File: src/rtl/blink_sequencer.sv
// LED pattern sequencer: accepts one command at a time and steps a pattern
// (toggle, walking-one, binary count) every `period` clocks for `repeat` steps.
module blink_sequencer #(
    parameter int OUTPUT_WIDTH = 4,
    parameter int PERIOD_WIDTH = 24
) (
    input  logic                    clk,
    input  logic                    rst,
    input  logic                    cmd_valid,
    output logic                    cmd_ready,
    input  logic [1:0]              cmd_mode,
    input  logic [PERIOD_WIDTH-1:0] cmd_period,
    input  logic [7:0]              cmd_repeat,
    input  logic                    abort,
    output logic [OUTPUT_WIDTH-1:0] out,
    output logic                    busy,
    output logic                    done
);

    typedef enum logic [1:0] {
        IDLE = 2'd0,
        RUN  = 2'd1,
        DONE = 2'd2
    } state_t;

    localparam logic [1:0] MODE_OFF    = 2'd0;
    localparam logic [1:0] MODE_TOGGLE = 2'd1;
    localparam logic [1:0] MODE_WALK   = 2'd2;
    localparam logic [1:0] MODE_COUNT  = 2'd3;

    state_t                  state;
    logic [1:0]              mode_q;
    logic [PERIOD_WIDTH-1:0] period_q;
    logic [7:0]              repeat_q;
    logic [PERIOD_WIDTH-1:0] prescaler;
    logic [7:0]              step_cnt;

    logic [PERIOD_WIDTH-1:0] period_last;
    logic [OUTPUT_WIDTH-1:0] init_out;
    logic [OUTPUT_WIDTH-1:0] next_out;
    logic                    step_now;
    logic                    last_step;

    assign cmd_ready = (state == IDLE) && !abort;
    // busy/done are masked by rst so they read 0 for the whole reset cycle.
    assign busy      = (state != IDLE) && !rst;
    assign done      = (state == DONE) && !rst;

    // A latched period of 0 behaves exactly like a period of 1.
    assign period_last = (period_q == '0) ? '0 : period_q - PERIOD_WIDTH'(1);
    assign step_now    = (prescaler == period_last);
    assign last_step   = (repeat_q != 8'd0) && ((step_cnt + 8'd1) == repeat_q);

    always_comb begin
        init_out = '0;
        case (cmd_mode)
            MODE_TOGGLE: init_out = '1;
            MODE_WALK:   init_out = OUTPUT_WIDTH'(1);
            default:     init_out = '0;
        endcase
    end

    always_comb begin
        next_out = out;
        case (mode_q)
            MODE_TOGGLE: next_out = ~out;
            MODE_WALK:   next_out = {out[OUTPUT_WIDTH-2:0], out[OUTPUT_WIDTH-1]};
            MODE_COUNT:  next_out = out + OUTPUT_WIDTH'(1);
            default:     next_out = out;
        endcase
    end

    always_ff @(posedge clk) begin
        if (rst) begin
            state     <= IDLE;
            out       <= '0;
            prescaler <= '0;
            step_cnt  <= '0;
            mode_q    <= '0;
            period_q  <= '0;
            repeat_q  <= '0;
        end else if (abort) begin
            state     <= IDLE;
            out       <= '0;
            prescaler <= '0;
        end else begin
            case (state)
                IDLE: begin
                    if (cmd_valid) begin
                        mode_q    <= cmd_mode;
                        period_q  <= cmd_period;
                        repeat_q  <= cmd_repeat;
                        prescaler <= '0;
                        step_cnt  <= '0;
                        out       <= init_out;
                        state     <= (cmd_mode == MODE_OFF) ? DONE : RUN;
                    end
                end
                RUN: begin
                    if (step_now) begin
                        prescaler <= '0;
                        step_cnt  <= step_cnt + 8'd1;
                        out       <= next_out;
                        if (last_step) begin
                            state <= DONE;
                        end
                    end else begin
                        prescaler <= prescaler + PERIOD_WIDTH'(1);
                    end
                end
                DONE: begin
                    state <= IDLE;
                end
                default: begin
                    state <= IDLE;
                end
            endcase
        end
    end

endmodule
File: config.mk
export PLATFORM = sky130hd
export DESIGN_NAME = blink_sequencer
export DESIGN_NICKNAME = d
export VERILOG_FILES = /design/src/rtl/blink_sequencer.sv
export SDC_FILE = /design/constraint.sdc
export NUM_CORES = 1
export LEC_CHECK = 0
export CAP_MARGIN = 5
export CORE_MARGIN = 4
export CORE_UTILIZATION = 55
export CTS_CLUSTER_SIZE = 30
export DETAILED_ROUTE_END_ITERATION = 8
export GPL_TIMING_DRIVEN = 0
export PLACE_DENSITY_LB_ADDON = 0.3
export SLEW_MARGIN = 20
export SYNTH_ARGS = -nofsm -noshare
export SYNTH_HDL_FRONTEND = slang
export SYNTH_SLANG_ARGS = --single-unit
File: constraint.sdc
create_clock -name clk -period 3.56 [get_ports clk]
set_input_delay 0.356 -clock clk [delete_from_list [all_inputs] [get_ports clk]]
set_output_delay 0.356 -clock clk [all_outputs]
set_load 0.005 [all_outputs]
Word level (Yosys, flattened, before mapping)
Index checks and enable logic that the tools add are counted.
{"block": "totals", "output_inout_bits": 7, "in_bits": 38, "register_bits": 72, "wordCells": 61}
{"block": "classes", "eq_ne": 13, "n_reduce_logical": 18, "bitwise_logic": 2, "n_addsub": 4, "muxes": 17}
{"cell": "24-bit 2-to-1 mux", "n": 3}
{"cell": "24-bit case mux with 2 select lines", "n": 1}
{"cell": "24-bit by 1-bit adder with 24-bit output (second input constant)", "n": 1}
{"cell": "24-bit == test", "n": 1}
{"cell": "24-bit zero test", "n": 1}
{"cell": "24-bit by 1-bit subtractor with 24-bit output (second input constant)", "n": 1}
{"cell": "8-bit 2-to-1 mux", "n": 2}
{"cell": "4-bit case mux with 2 select lines", "n": 2}
{"cell": "8-bit case mux with 2 select lines", "n": 1}
{"cell": "4-bit case mux with 3 select lines", "n": 1}
{"cell": "8-bit by 1-bit adder with 8-bit output (second input constant)", "n": 1}
{"cell": "2-bit == test (second input constant)", "n": 4}
{"cell": "8-bit == test", "n": 1}
{"cell": "2-bit 2-to-1 mux", "n": 4}
{"cell": "4-bit 2-to-1 mux", "n": 2}
{"cell": "4-bit AND reduction", "n": 2}
{"cell": "8-bit nonzero test", "n": 1}
{"cell": "2-bit by 1-bit == test with 1-bit output (second input constant)", "n": 3}
{"cell": "2-bit != test (second input constant)", "n": 3}
{"cell": "3-bit AND reduction", "n": 2}
{"cell": "4-bit by 1-bit adder with 4-bit output (second input constant)", "n": 1}
{"cell": "1-bit logical AND", "n": 4}
{"cell": "2-bit zero test", "n": 2}
{"cell": "4-bit by 1-bit != test with 1-bit output (second input constant)", "n": 1}
{"cell": "7 further kinds", "n": 9}

Logic depth before layout (Yosys ltp)
Gate-level depths: netlist of run 1.
{"block": "depth", "word_depth": 6, "ltp_mapped": 14, "mapped_depth_nobuf": 12}

Worst setup path after synthesis of run 1
No wires, ideal clock.
{"block": "synth_timing", "path_type": "register -> register", "start": "reg period_q[7]", "end": "reg out[3]", "setup_time_ns": 0.114, "arrival_time_ns": 2.934, "slack_ns": 0.512, "required_time_ns": 3.446, "period_less_slack_ns": 3.048, "path_buffers": 2, "path_stages_with_launch": 13, "path_cell_list": "dfxtp_1 > buf_4 > nor4_4 > nand4_4 > or3_1 > buf_2 > o21ai_2 > a22oi_1 > or4_4 > nor4_1 > o21a_2 > mux2i_1 > nor2_1"}
{"block": "synth_via", "elab_chain_cells": 5, "word_cells_on_any_way": 6, "classes_between": "add/sub: 1; eq/ne: 2; mux: 1; reduce/logical: 2"}
{"item": "start, declared", "line_no": "33", "text": "logic [PERIOD_WIDTH-1:0] period_q;"}
{"item": "start signal, assigned", "line_no": "91", "text": "period_q <= cmd_period;"}
{"item": "24-bit by 1-bit subtractor with 24-bit output / 24-bit zero test (equally long branches)", "line_no": "50", "text": "assign period_last = (period_q == '0) ? '0 : period_q - PERIOD_WIDTH'(1);"}
{"item": "24-bit 2-to-1 mux *", "line_no": "50"}
{"item": "24-bit == test *", "line_no": "51", "text": "assign step_now = (prescaler == period_last);"}
{"item": "2-bit != test (no source line) *"}
{"item": "4-bit AND reduction (no source line) *"}
{"item": "end signal, assigned", "line_no": "95", "text": "out <= init_out;"}
{"item": "end signal, assigned", "line_no": "103", "text": "out <= next_out;"}
{"item": "end, declared", "line_no": "15", "text": "output logic [OUTPUT_WIDTH-1:0] out,"}
Every way passes the cells marked *; elsewhere a longest branch is shown, timed or not.
A chain may end at the register's enable or synchronous reset.

Final worst setup path of run 1
{"block": "layout_timing", "start": "reg period_q[7]", "end": "reg prescaler[11]"}
{"block": "layout_via", "elab_chain_cells": 5, "word_cells_on_any_way": 6, "classes_between": "add/sub: 1; eq/ne: 1; mux: 3; reduce/logical: 1"}
{"item": "24-bit by 1-bit subtractor with 24-bit output / 24-bit zero test (equally long branches)", "line_no": "50"}
{"item": "24-bit 2-to-1 mux *", "line_no": "50"}
{"item": "24-bit == test *", "line_no": "51"}
{"item": "24-bit 2-to-1 mux *", "line_no": "100", "text": "if (step_now) begin"}
{"item": "24-bit case mux with 2 select lines *", "line_no": "87", "text": "case (state)"}
{"item": "end signal, assigned", "line_no": "108", "text": "prescaler <= prescaler + PERIOD_WIDTH'(1);"}
{"item": "end, declared", "line_no": "35", "text": "logic [PERIOD_WIDTH-1:0] prescaler;"}
Marked as above.

==> out/results.md, run 1 <==
• NumNets Final: 698
• Total Power: 0.00195 W
• number of pins exceeding their max-slew limit in the final report: 0
• master cell of the clock root buffer: clkbuf_8
• overall via count from detail_route: 4478
• layout cells sized above 1: 0.0854
• wirelength, routed: 11600 um
• final estimated routing congestion in global placement: 0.952
• CTS HTree Levels: 3
• Period Utilization, post-route: 0.954
• Vias/cell: 5.91
• number of I/O pins: 45
• largest net degree at the start of global routing: 13
• cells along the critical path: buf_4 -> nor4_4 -> buf_4 -> nand4_4 -> or3_1 -> buf_2 -> o21ai_2 -> a22oi_1 -> or4_4 -> nor4_4 -> nand2b_1 -> a21o_2 -> buf_4 -> nor2_1
• final-layout fill cell count: 691
• maxcap violations: 0
• Slew @ Worst Pin: 0.753 ns
• source-to-sink clock delay at the later pin of the worst-skew pair: 0.36 ns
• Syn Inst Count: 590
• maximum ir drop on the vdd rail: 0.223 mV
• 1st-pass router iterations: 6
• total nets after synthesis: 636
• Routed WL per cell: 15.3 um
• number of endpoints with negative hold slack in the final report: 0
• total number of placement rows: 32
• critical path endpoint category: flip-flop
• setup repair after global routing missed its margin: true
• number of enable flip-flop cells after synthesis: 0
• crit path time final: 3.40 ns
• area of the mapped netlist: 4430 um^2
• total grt overflow: 0
• critical path launch point type: flip-flop
• cell repeated most along the worst path: buf_4
• FF+latch count, synth: 72
• via count of the first global-routing pass: 4246
• static leakage: 1.92 nW
• async set or reset register ratio after synthesis: 0
• height of the chip: 97.7 um
• Crit Path Category: flip-flop to flip-flop
• number of antenna violations at the first check in global routing: 0
• f_max: 294 MHz
• data arrival time of the critical path: 3.64 ns
• CP max stage delay: 0.56 ns
• relative area change from synthesis to final layout: 19.8%
• starting utilization of the core area: 0.570
• most used flip-flop cell after synthesis: dfxtp_1
• register area share after synthesis: 0.326
• Die Footprint: 9550 um^2
• x dimension of the die: 97.7 um
• Port-buffer cells: 44
• TritonCTS Sinks: 72
• area used by multi-input combinational logic: 2860 um^2
• final setup fails: 0
• Cell variety after synth: 69
• remaining number of nets flagged by the antenna check after routing: 0
• result of the run: finished, final reports clean
• CTS Buf Count: 9
• type of the most critical hold path: flip-flop to flip-flop
• largest buffer count on any clock path: 2
• WP data required: 3.81 ns
• most frequent cells in the layout: nand2_1, dfxtp_1, nor2_1, a21oi_1, clkdlybuf4s50_1
• Antenna Diode Count: 0
• Layout Utilization: 0.683
• commonest non-fill, non-tap cell in the layout: nand2_1
• cell area after placement: 4990 um^2
• DR DRC count: 0
• register area: 1440 um^2
• CTS tree: built
• Slew headroom: 0.485
• global router's overall resource usage: 0.244
• Synth Warn #: 0
• DPL Wire Length: 8840 um
• core outline area: 7770 um^2
• worst-path fanout max: 10
• Max Clock Skew: 0.0117 ns
• CTS clock-pin slew for the worst setup and hold paths: 0.07 ns
• cell with the biggest individual delay on the critical path: or4_4
• Avg Inst Size Synth: 7.50 um^2
• global-route wire length before repair: 19300 um
• Power Dens Cells: 369 nW/um^2
• DR iter-0 viols: 284
• # hold bufs at CTS: 0
• Final Instance Area: 5300 um^2
final timing paths:
kind / startpoint / end / slack (ns) / depth (start not counted)
worst max-delay path: period_q[7] / prescaler[11] / 0.16 / 14
worst min-delay path: repeat_q[0] / repeat_q[0] / 0.48 / 2
worst max register to register: period_q[7] / prescaler[11] / 0.16 / 14
worst min register to register: repeat_q[0] / repeat_q[0] / 0.48 / 2
cells by family (layout without fill, tap and decap cells):
| logic type | Yosys count | in the layout | synth area share |
|---|---|---|---|
| xor+xnor | 53 | 53 | 0.105 |
| simple gates | 286 | 286 | 0.316 |
| flops | 72 | 72 | 0.326 |
| mux | 5 | 5 | 0.0116 |
| buf+inv | 46 | 112 | 0.0444 |
| fa+ha+maj | 8 | 8 | 0.0226 |
| compound gates | 120 | 120 | 0.175 |
report_power, final:
part / total [W] / internal (W) / leakage, nW / switching, W
clock: 0.000631 / 0.000320 / 0.0883 / 0.000311
combinational: 0.000467 / 0.000212 / 1.25 / 0.000255
sequential: 0.000857 / 0.000826 / 0.584 / 0.0000310
sequential cells by signal, summed over array words and instances (netlist names):
signal	count
period_q	24
repeat_q	8
prescaler	24
out	4
step_cnt	8
mode_q	2
state	2
critical path: cells and delay by family, from the launching register on:
| family | cells | cell delay (ns) |
|---|---|---|
| flops | 1 | 0.30 |
| simple gates | 7 | 1.84 |
| buf+inv | 4 | 0.73 |
| compound gates | 3 | 0.40 |
synth_stat cells, types with 2 or more instances:
cell type  count  area, um^2
a31o_2         3        26.3
nor4_2         2        25.0
inv_1         14        52.6
nor3_1        19        95.1
nor3_2         2        20.0
clkbuf_1      23        86.3
a21oi_1       53         265
o31ai_1        5        37.5
o211ai_1       4        30.0
or4_1          3        22.5
o21ai_1        4        20.0
buf_4          4        30.0
nand4_1       14        87.6
nand2_1      111         417
buf_1          3        11.3
nor4_1         8        50.1
nor2b_1        4        25.0
xor2_1        30         263
o32a_1         2        20.0
mux2i_1        4        40.0
a31oi_1        7        43.8
and3_1         7        43.8
ha_1           8         100
o21ai_0       13        65.1
o2111ai_1      3        26.3
nand3_1       22         110
dfxtp_1       72        1440
or3_1         10        62.6
nand3b_1       3        22.5
nor3b_1        3        22.5
a22oi_1        3        22.5
nand2b_1       5        31.3
nor2_1        62         233
nor4_4         2        42.5
or2_2          2        12.5
xnor2_1       23         201
cell type report:
| class | count | share of cell area |
|---|---|---|
| flip-flops and latches | 72 | 0.272 |
| plain buffers | 32 | 0.0276 |
| well taps | 102 | 0.0241 |
| inverters | 14 | 0.00991 |
| clock inverters | 5 | 0.0111 |
| clock buffers | 10 | 0.0241 |
| multi-input cells | 472 | 0.538 |
| repair buffers | 51 | 0.0930 |
per-layer routing:
metal  track usage  part of all wire  wire length [um]
met1         0.294              0.43              4950
met2         0.428              0.50              5810
met4        0.0809             0.020               229
met5             0                 0                 0
met3        0.0567             0.055               634
timing repair:
| action | CTS | global route |
|---|---|---|
| setup endpoints to repair | 22 | 36 |
| resized for setup | 4 | 11 |
| pin swaps | 1 | 4 |
| buffers inserted | 1 | 6 |
| hold endpoints to repair | 0 | 0 |
through the flow:
step	hold WS, ns	setup WS [ns]	TNS [ns]	instances
after detailed placement	0.475	-0.0319	-0.315	736
after global routing	0.506	-0.0189	-0.157	758
after floorplan	0.445	0.512	0	590
final	0.480	0.162	0	758
after global placement	0.457	0.00858	0	736
after CTS	0.485	0.0556	0	752
Power figures use the tool's default switching activity.
==> run 2, diff against run 1 <==
--- a/config.mk
+++ b/config.mk
@@ -13,2 +13,3 @@
 export GPL_TIMING_DRIVEN = 0
+export HOLD_SLACK_MARGIN = 0.12
 export PLACE_DENSITY_LB_ADDON = 0.3
--- a/constraint.sdc
+++ b/constraint.sdc
@@ -3,2 +3,2 @@
 set_output_delay 0.356 -clock clk [all_outputs]
-set_load 0.005 [all_outputs]
+set_load 0.05 [all_outputs]
==> results of run 2 <==
Same layout as run 1 (identical final DEF). Status: finished, final reports clean.
Main changes from that run: total power 0.00195 W -> 0.00197 W
